File: config.mk
export PLATFORM = sky130hd
export DESIGN_NAME = cond_flag_unit
export DESIGN_NICKNAME = d
export VERILOG_FILES = /design/src/rtl/cond_flag_unit.sv
export SDC_FILE = /design/constraint.sdc
export NUM_CORES = 1
export LEC_CHECK = 0
export ABC_AREA = 1
export BUFFER_PORTS_ARGS = -buffer_cell sky130_fd_sc_hd__buf_4
export CAP_MARGIN = 15
export CORE_AREA = 2 2 39 41
export DETAILED_ROUTE_END_ITERATION = 7
export DIE_AREA = 0 0 41 43
export PLACE_DENSITY = 0.82
export SYNTH_ARGS = -nofsm -noshare
export SYNTH_HDL_FRONTEND = slang
export SYNTH_SLANG_ARGS = --single-unit
File: constraint.sdc
create_clock -name clk -period 1.6 [get_ports clk]
set_clock_uncertainty 0.15 [all_clocks]
set_input_delay 0.08 -clock clk [delete_from_list [all_inputs] [get_ports clk]]
set_output_delay 0.08 -clock clk [all_outputs]
set_load 0.02 [all_outputs]
File: src/rtl/cond_flag_unit.sv
// NZCV flag register and condition evaluator.
// Gates the decoder's write/branch enables with the condition result.
module cond_flag_unit #(
  parameter int NFLAGS = 4
) (
  input  logic              clk,
  input  logic              reset,
  input  logic              InstrValid,
  input  logic              Stall,
  input  logic              Flush,
  input  logic [3:0]        Cond,
  input  logic [NFLAGS-1:0] ALUFlags,
  input  logic [1:0]        FlagW,
  input  logic              PCS,
  input  logic              RegW,
  input  logic              MemW,
  output logic              PCSrc,
  output logic              RegWrite,
  output logic              MemWrite,
  output logic              CondEx,
  output logic              CondExQ,
  output logic [3:0]        Flags
);

  logic live;
  logic n, z, c, v;

  assign live = InstrValid & ~Flush & ~Stall & ~reset;
  assign {n, z, c, v} = Flags;

  // Evaluated against the held flags only; no same-cycle bypass.
  always_comb begin
    CondEx = 1'b0;
    case (Cond)
      4'b0000: CondEx = z;
      4'b0001: CondEx = ~z;
      4'b0010: CondEx = c;
      4'b0011: CondEx = ~c;
      4'b0100: CondEx = n;
      4'b0101: CondEx = ~n;
      4'b0110: CondEx = v;
      4'b0111: CondEx = ~v;
      4'b1000: CondEx = c & ~z;
      4'b1001: CondEx = ~c | z;
      4'b1010: CondEx = ~(n ^ v);
      4'b1011: CondEx = n ^ v;
      4'b1100: CondEx = ~z & ~(n ^ v);
      4'b1101: CondEx = z | (n ^ v);
      4'b1110: CondEx = 1'b1;
      default: CondEx = 1'b0;
    endcase
  end

  // live is ANDed last so an X condition on a dead slot resolves to 0.
  assign PCSrc    = PCS  & CondEx & live;
  assign RegWrite = RegW & CondEx & live;
  assign MemWrite = MemW & CondEx & live;

  always_ff @(posedge clk) begin
    if (reset) begin
      Flags <= 4'b0000;
    end else if (live && CondEx) begin
      if (FlagW[1]) Flags[3:2] <= ALUFlags[3:2];
      if (FlagW[0]) Flags[1:0] <= ALUFlags[1:0];
    end
  end

  always_ff @(posedge clk) begin
    if (reset || Flush) begin
      CondExQ <= 1'b0;
    end else if (!Stall) begin
      CondExQ <= CondEx & live;
    end
  end

endmodule

Yosys cells after proc, flatten, opt, wreduce, memory -nomap -nowiden
Index checks and enable logic that the tools add are counted.

Flip-flop bits (word level): 5. Bits in latches: 0. Memory bits (writable): 0. Bits in read-only memories: 0. Input bits: 18. Output and inout port bits: 9. Memories kept: 0.

Add/sub/neg operators: 0. Multiply operators: 0. Div/mod/pow operators: 0. $lt $le $gt $ge: 0. Equality and inequality tests: 14. Shift operators: 0. Muxes and demuxes: 1. Bitwise logic cells: 23. Reductions and logical operators: 5.

Operators with widths (count): == test 4 bit (second input constant) (7); == test 4 x 3 -> 1 bit (second input constant) (4); case mux 1 bit (15 select lines) (1); bitwise AND 1 bit (12); == test 4 x 2 -> 1 bit (second input constant) (2); NOT 1 bit (8); == test 4 x 1 -> 1 bit (second input constant) (1); logical NOT 4 bit (1); AND reduction 2 bit (2); bitwise OR 1 bit (2); logical AND 1 bit (1); logical OR 1 bit (1); bitwise XOR 1 bit (1).

Longest topological paths before layout
Gate-level depths: netlist of run 1.

Depth after elaboration: 6. Mapped depth: 12. Mapped depth without buffers: 12.

Least setup slack after synthesis of run 1
OpenSTA, ideal clock, no wires.

Path type: register to output. Start point: register Flags[3]. End point: output port MemWrite. Data arrival time: 1.437 ns. Data required time: 1.370 ns. Setup slack: -0.067 ns. Stages on the path, launching flop included: 11. Path through: dfxtp_1 > inv_1 > nand2_1 > nand3_1 > nand2_1 > nand2_1 > nand2_1 > inv_1 > nand3_4 > nand2_2 > nor2_1.

Cells in the longest elaborated chain, start to end: 6.

RTL lines: from (decl) (RTL line 22) `output logic [3:0] Flags`; from (signal assigned) (RTL line 63) `if (FlagW[1]) Flags[3:2] <= ALUFlags[3:2];`; bitwise XOR 1 bit; NOT 1 bit (RTL line 45, 47); bitwise AND 1 bit (RTL line 47) `4'b1100: CondEx = ~z & ~(n ^ v);`; case mux 1 bit (15 select lines) * (RTL line 34) `case (Cond)`; net CondEx (RTL line 20) `output logic CondEx,`; bitwise AND 1 bit * (2 in series) (RTL line 57) `assign MemWrite = MemW & CondEx & live;`; to (decl) (RTL line 19) `output logic MemWrite,`.

The timed path passes the listed nets; every way through them passes the cells marked *.

Worst setup path after layout of run 1
Start point: register Flags[0]. End point: output port PCSrc.

Cells in the longest elaborated chain, start to end: 6.

RTL lines: from (signal assigned) (RTL line 64) `if (FlagW[0]) Flags[1:0] <= ALUFlags[1:0];`; bitwise XOR 1 bit; NOT 1 bit (RTL line 45, 47); bitwise AND 1 bit (RTL line 47); case mux 1 bit (15 select lines) * (RTL line 34); bitwise AND 1 bit * (2 in series) (RTL line 55) `assign PCSrc = PCS & CondEx & live;`; to (decl) (RTL line 17) `output logic PCSrc,`.

Every way passes the cells marked *; elsewhere a longest branch is shown, timed or not.

==> impl_metrics.tcl, run 1 <==
set metrics [dict create \
    fin_area_um2 948 \
    drv_slew 0 \
    via_per_inst 4.85 \
    synth_top_area_cell "nand2_1" \
    critPathRequiredTime_ns 1.37 \
    power_mw 0.455 \
    violations "negative setup slack" \
    final-hold-violation-count 0 \
    io_buffers 26 \
    synth_fp_nets 115 \
    setup_viol 8 \
    dieArea_um2 1760 \
    core-area_um2 1380 \
    die_w_um 41 \
    pin_count 27 \
    clk_pin_slew_worst_paths_ns 0.04 \
    first_pass_iters 4 \
    synth_mux_area_share_pct 0 \
    synth.avg_cell_area_um2 5.59 \
    cts_root_buf "clkbuf_4" \
    ys_top_cells_by_area "nand2_1 21%, dfxtp_1 18%, inv_1 16%" \
    worst_setup_path_end_kind "primary output" \
    power_density_nw_per_um2 480 \
    syn_inst 97 \
    setup_ws_ns -0.114 \
    multi_input_area_um2 405 \
    tritoncts "built" \
    slew_headroom_pct 68.9 \
    cap_violations 0 \
    grt_pass1_wl_mm 2.73 \
    clkLatencyLatePin_ns 0.24 \
    dp_slack_ns 0.00606 \
    clockBufferDepth 2 \
    cts_buffers 3 \
    synth_compound_area_share_pct 5.54 \
    yosysWarningCount 0 \
    grt_setup_unrepaired "true" \
    antenna_found_initial 0 \
    grt_pass1_vias 732 \
    grt_usage_pct 22.3 \
    critPathLaunchType "flop" \
    synth_fa_ha_area_share_pct 0 \
    nNetsFinal 155 \
    synth_xor_area_share_pct 0 \
    dr.first_iter.drc_count 8 \
    synth_top_family_by_area "simple AND/OR/NAND/NOR gates" \
    final_common_cell "buf_4" \
    synth_area_um2 542 \
    synth_seq_cells 5 \
    fmaxAchievable_ghz 0.583 \
    num_vias 737 \
    drt-total-wl_mm 1.77 \
    drt.antenna.violating_nets 0 \
    netlist.area_leader.share_pct 20.8 \
    synth-simple-area-share_pct 57.3 \
    yosysUniqueCellTypes 18 \
    fin_crit_sh_pct 107 \
    worstPathArrival_ns 1.48 \
    place_congestion 0.742 \
    initial_core_util_pct 39.2 \
    rows 14 \
    dp_hpwl_mm 1.19 \
    cts.sinks 5 \
    grt_max_degree 10 \
    diodes 0 \
    drc 0 \
    leakagePower_nw 0.507 \
    status "complete, but fails checks" \
    worstSetupPathType "flop to primary output" \
    fillers 123 \
    hold_path.class "input pin to flop" \
    worst_ir_drop_vdd_mv 0.325 \
    drive_above_1_share_pct 47.8 \
    crit_fanout 4 \
    synth_seq_area_share_pct 18.5 \
    post_dp_cell_area_um2 746 \
    timing.final.crit_period_ns 1.71 \
    die_h_um 43 \
    wl_per_cell_um 11.7 \
    tightest_slew_ns 0.466 \
    grt_overflow_total 0 \
    area_growth_pct 75.1 \
    htreeDepth 1 \
    final_cell_mix "28 x buf_4, 24 x nand2_1, 20 x inv_1" \
    seq_area_um2 108 \
]
-- per-stage QoR --
step / instances / util, % / hold slack (ns) / TNS, ns
final: 152 / 68.5 / 0.0118 / -0.621
after global routing: 152 / 68.5 / 0.0266 / -1.36
after CTS: 149 / 62.5 / 0.00628 / -0.228
after detailed placement: 138 / 53.9 / 0.232 / 0
after global placement: 138 / 53.9 / 0.227 / 0
after floorplan: 97 / - / 0.0773 / -0.200
-- worst max-delay path, cell delays in order, from the launching register on --
cell	delay, ns
dfxtp_2	0.33
inv_2	0.08
nand2_4	0.07
nand3_2	0.08
nand2_1	0.05
nand2_1	0.09
nand2_2	0.07
nand3_4	0.11
nand2_4	0.09
nor2_4	0.13
buf_6	0.13
-- layer usage --
metal,up-vias,share of wire [%],global-route usage (%)
met5,-,0,0
li1,372,-,-
met3,4,6.6,4.19
met2,27,58,40.0
met1,334,34,22.0
met4,0,1.2,12.0
-- synthesized netlist by cell type --
library cell,number
a21oi_1,1
nor2_1,11
nor2_2,2
a21oi_2,1
nand2_1,30
or2_2,1
nand3_2,2
o21ai_0,1
inv_1,23
nor3b_4,1
a21boi_2,1
nand2_2,1
inv_2,1
nand3_4,1
nand3_1,10
buf_6,1
nand4_1,4
dfxtp_1,5
-- what timing repair did --
action,CTS,global route
resized for setup,14,17
hold buffers,3,0
cloned,0,0
setup endpoints to repair,4,8
pin swaps,2,6
hold endpoints to repair,5,0
buffers inserted,4,3
-- registers in the layout (all words and copies together), names as in the netlist --
name and count:
CondExQ 1, Flags 4
-- layout make-up --
cell class / count / area share, %
multi-input combinational: 67 / 42.7
clock buffer: 4 / 2.77
timing repair buffer: 36 / 31.3
sequential: 5 / 11.3
tap: 16 / 2.11
inverter: 24 / 9.76
-- power breakdown --
group	total, mW	internal, mW	switching [mW]	leakage [nW]
clock network	0.143	0.0941	0.0489	0.0150
registers	0.128	0.126	0.00200	0.0427
logic	0.184	0.0912	0.0929	0.449
-- kinds of logic (layout without fill, tap and decap cells) --
logic type / count (synthesis) / after routing
flops: 5 / 5
buf+inv: 25 / 64
compound gates: 4 / 4
simple gates: 63 / 63
-- path summary, 6_finish.rpt --
check,endpoint,cells past startpoint,startpoint,slack (ns)
max,PCSrc,10,Flags[0],-0.11
min,Flags[1],4,FlagW[0],0.01
max reg2reg,Flags[0],13,Flags[0],-0.07
min reg2reg,CondExQ,2,CondExQ,0.32
(Power assumes the default switching activity.)
==> run 2, diff against run 1 <==
- MAX_ROUTING_LAYER: default -> met4
==> impl_metrics.tcl, run 2 (synthesis gave the netlist of run 1 again) <==
set metrics [dict create \
    status "complete, but fails checks" \
    violations "negative setup slack" \
    grt_usage_pct 22.9 \
    cts_root_buf "clkbuf_4" \
    first_pass_iters 4 \
    whs_path_depth 4 \
    worstPathArrival_ns 1.48 \
    tns_ns -0.622 \
    grt_setup_unrepaired "true" \
    pin_count 27 \
    die_w_um 41 \
    crit_fanout 4 \
    drc 0 \
    fin_area_um2 948 \
    dr.first_iter.drc_count 8 \
    critPathRequiredTime_ns 1.37 \
    num_vias 737 \
    final_cell_mix "28 x buf_4, 24 x nand2_1, 20 x inv_1" \
    rows 14 \
    largest_register_ff_count 4 \
    reg.largest.list "Flags x4, CondExQ x1" \
    diodes 0 \
    dieArea_um2 1760 \
    top_register "Flags" \
    place_congestion 0.752 \
    htreeDepth 1 \
    placed_cells 138 \
    drt-total-wl_mm 1.77 \
    nNetsFinal 155 \
    worst_ir_drop_vdd_mv 0.325 \
    clkLatencyLatePin_ns 0.24 \
    grt_max_degree 10 \
    cap_violations 0 \
    power_density_nw_per_um2 479 \
    cts_buffers 3 \
    final-hold-violation-count 0 \
    clockBufferDepth 2 \
    post_dp_cell_area_um2 746 \
    tritoncts "built" \
    grt_overflow_total 0 \
    die_h_um 43 \
    fmaxAchievable_ghz 0.583 \
    via_per_inst 4.85 \
    r2r_cells 13 \
    worstSetupPathType "flop to primary output" \
    tightest_slew_ns 0.466 \
    drt.antenna.violating_nets 0 \
    io_buffers 26 \
    critPathLaunchType "flop" \
    final_common_cell "buf_4" \
    cts.sinks 5 \
    leakagePower_nw 0.507 \
    hold_path.class "input pin to flop" \
    slew_headroom_pct 68.9 \
    clk_pin_slew_worst_paths_ns 0.04 \
    antenna_found_initial 0 \
    grt_pass1_wl_mm 2.73 \
    dp_hpwl_mm 1.19 \
    drv_slew 0 \
    drive_above_1_share_pct 47.8 \
    timing.final.crit_period_ns 1.71 \
    worst_setup_path_end_kind "primary output" \
    grt_pass1_vias 733 \
    area_growth_pct 75.1 \
    setup_ws_ns -0.114 \
    final_cells 152 \
    fin_crit_sh_pct 107 \
    core-area_um2 1380 \
    final_core_util_pct 68.5 \
    wl_per_cell_um 11.7 \
    initial_core_util_pct 39.2 \
    setup_viol 8 \
    power_mw 0.455 \
]
run 2: area by class of cell:
type | count | area, um^2
multi-input cells | 67 | 405
repair buffers | 36 | 297
clock buffers | 4 | 26.3
well taps | 16 | 20.0
flip-flops and latches | 5 | 108
fillers | 123 | 435
inverters | 24 | 92.6
run 2: per-stage QoR:
stage | setup WS, ns | hold WS, ns
2_1_floorplan | -0.0668 | 0.0773
5_1_grt | -0.208 | 0.0266
3_5_place_dp | 0.00606 | 0.232
6_report | -0.114 | 0.0119
4_1_cts | -0.0625 | 0.00628
3_3_place_gp | 0.0804 | 0.227
run 2: routing by layer:
layer  track usage (%)  wire [um]  up-vias
met4              12.0         22        0
met3              3.66        106        4
met1              22.3        616      334
li1                  -          -      372
met5                 -          0        -
met2              40.0       1030       27
run 2: path summary, 6_finish.rpt:
kind / startpoint / to / slack, ns
worst max register to register: Flags[0] / Flags[0] / -0.07
worst min-delay path: FlagW[0] / Flags[1] / 0.01
worst min register to register: CondExQ / CondExQ / 0.32
worst max-delay path: Flags[0] / PCSrc / -0.11
run 2: worst max-delay path, stage by stage, from the launching register on:
cell      delay, ns
dfxtp_2        0.35
inv_2          0.06
nand2_4        0.08
nand2_2        0.05
nand2_2        0.06
a21boi_2       0.05
nor2_2         0.16
nand3_4        0.12
nand2_4        0.13
nor2_4         0.05
buf_6          0.12
run 2: what timing repair did:
| item | 4_1_cts | 5_1_grt |
|---|---|---|
| hold buffers | 3 | 0 |
| setup buffers | 4 | 3 |
| hold endpoints to repair | 5 | 0 |
| endpoints found under the setup margin | 4 | 8 |
| resized for setup | 14 | 17 |
| pin swaps | 2 | 6 |
run 2: power by group:
part	total (mW)	internal, mW	switching, mW
sequential	0.128	0.126	0.00200
clock	0.143	0.0941	0.0485
combinational	0.184	0.0912	0.0929
total	0.455	0.311	0.143
==> run 3, diff against run 2 <==
- CORE_AREA: 2 2 39 41 -> default
- CORE_MARGIN: default -> 2
- CORE_UTILIZATION: default -> 39
- DIE_AREA: 0 0 41 43 -> default
- PLACE_DENSITY: 0.82 -> 0.83
- clock period: 1.6 -> 1.5 ns (I/O delays scaled with it)
==> impl_metrics.tcl, run 3 (synthesis gave the netlist of run 1 again) <==
set metrics [dict create \
    grt_setup_unrepaired "true" \
    critPathRequiredTime_ns 1.27 \
    post_dp_cell_area_um2 783 \
    grt_overflow_total 0 \
    reg.largest.list "Flags x4, CondExQ x1" \
    drt-total-wl_mm 1.85 \
    power_density_nw_per_um2 504 \
    final_core_util_pct 74.4 \
    rows 13 \
    grt_pass1_wl_mm 2.55 \
    dr.first_iter.drc_count 27 \
    final_cell_mix "28 x buf_4, 26 x nand2_1, 18 x inv_1" \
    dieArea_um2 1700 \
    place_congestion 0.714 \
    pin_count 27 \
    dp_slack_ns -0.0599 \
    setup_ws_ns -0.198 \
    grt_usage_pct 23.8 \
    clockBufferDepth 2 \
    diodes 0 \
    drive_above_1_share_pct 48.2 \
    violations "negative setup slack" \
    power_mw 0.488 \
    worstPathArrival_ns 1.47 \
    clkLatencyLatePin_ns 0.24 \
    cts_root_buf "clkbuf_4" \
    io_buffers 26 \
    leakagePower_nw 0.503 \
    die_h_um 41.3 \
    cts.sinks 5 \
    drv_slew 0 \
    largest_register_ff_count 4 \
    multi_input_area_um2 415 \
    fillers 99 \
    drt.antenna.violating_nets 0 \
    fin_area_um2 968 \
    clk_pin_slew_worst_paths_ns 0.04 \
    cts_buffers 3 \
    via_per_inst 5.06 \
    worst_setup_path_end_kind "primary output" \
    antenna_found_initial 0 \
    tritoncts "built" \
    slew_headroom_pct 80.0 \
    top_register "Flags" \
    area_growth_pct 78.8 \
    hold_path.class "input pin to flop" \
    drc 0 \
    die_w_um 41.3 \
    worst_ir_drop_vdd_mv 0.326 \
    core-area_um2 1300 \
    tightest_slew_ns 0.300 \
    cap_violations 0 \
    placed_cells 138 \
    fin_crit_sh_pct 113 \
    grt_pass1_vias 659 \
    num_vias 769 \
    worstSetupPathType "flop to primary output" \
    nNetsFinal 156 \
    first_pass_iters 4 \
    grt_max_degree 10 \
    wl_per_cell_um 12.2 \
    crit_fanout 4 \
    initial_core_util_pct 41.6 \
    status "complete, but fails checks" \
    setup_viol 8 \
    timing.final.crit_period_ns 1.70 \
    dp_hpwl_mm 1.15 \
    final_cells 152 \
    htreeDepth 1 \
    final-hold-violation-count 0 \
    seq_area_um2 110 \
    critPathLaunchType "flop" \
    final_common_cell "buf_4" \
    fmaxAchievable_ghz 0.589 \
]
run 3: stage by stage:
step	hold slack (ns)	setup TNS, ns
after floorplan	0.0723	0
after global placement	0.214	-0.0131
after detailed placement	0.211	-0.183
after CTS	0.000950	-1.31
after global routing	0.0591	-2.09
final	0.0469	-1.43
run 3: worst paths after layout:
path | to | depth (start not counted) | slack [ns] | from
worst max-delay path | CondEx | 9 | -0.20 | Flags[3]
worst min-delay path | Flags[0] | 4 | 0.05 | FlagW[0]
worst max register to register | Flags[1] | 14 | -0.19 | Flags[3]
worst min register to register | CondExQ | 2 | 0.35 | CondExQ
run 3: final cells by class:
cell class,count,share of cell area (%)
inverters,24,9.56
clock buffers,4,2.71
well taps,15,1.94
flip-flops and latches,5,11.4
multi-input cells,67,42.9
repair buffers,37,31.5
run 3: power by group:
part	internal, mW	leakage, nW	switching [mW]
clock network	0.101	0.0150	0.0557
registers	0.133	0.0430	0.00246
logic	0.0934	0.445	0.103
total	0.327	0.503	0.161
run 3: worst max-delay path: stages, from the launching register on:
cell and delay, ns:
dfxtp_2 0.36, inv_2 0.07, nand2_4 0.07, nand3_2 0.09, nand2_1 0.07, nand2_1 0.06, nand2_2 0.09, nand3_4 0.11
buf_4 0.17, buf_4 0.15
run 3: timing repair:
item | 4_1_cts | 5_1_grt
pin swaps | 4 | 1
setup buffers | 3 | 2
hold buffers | 5 | 0
resized for setup | 8 | 16
hold endpoints to repair | 5 | 0
setup endpoints to repair | 8 | 9
run 3: layer usage:
metal / routed length [um] / part of all wire [%] / global-route usage [%]
met4: 39 / 2.1 / 11.3
met3: 146 / 7.9 / 5.43
met5: 0 / 0 / -
met2: 1010 / 55 / 44.1
met1: 655 / 35 / 22.8
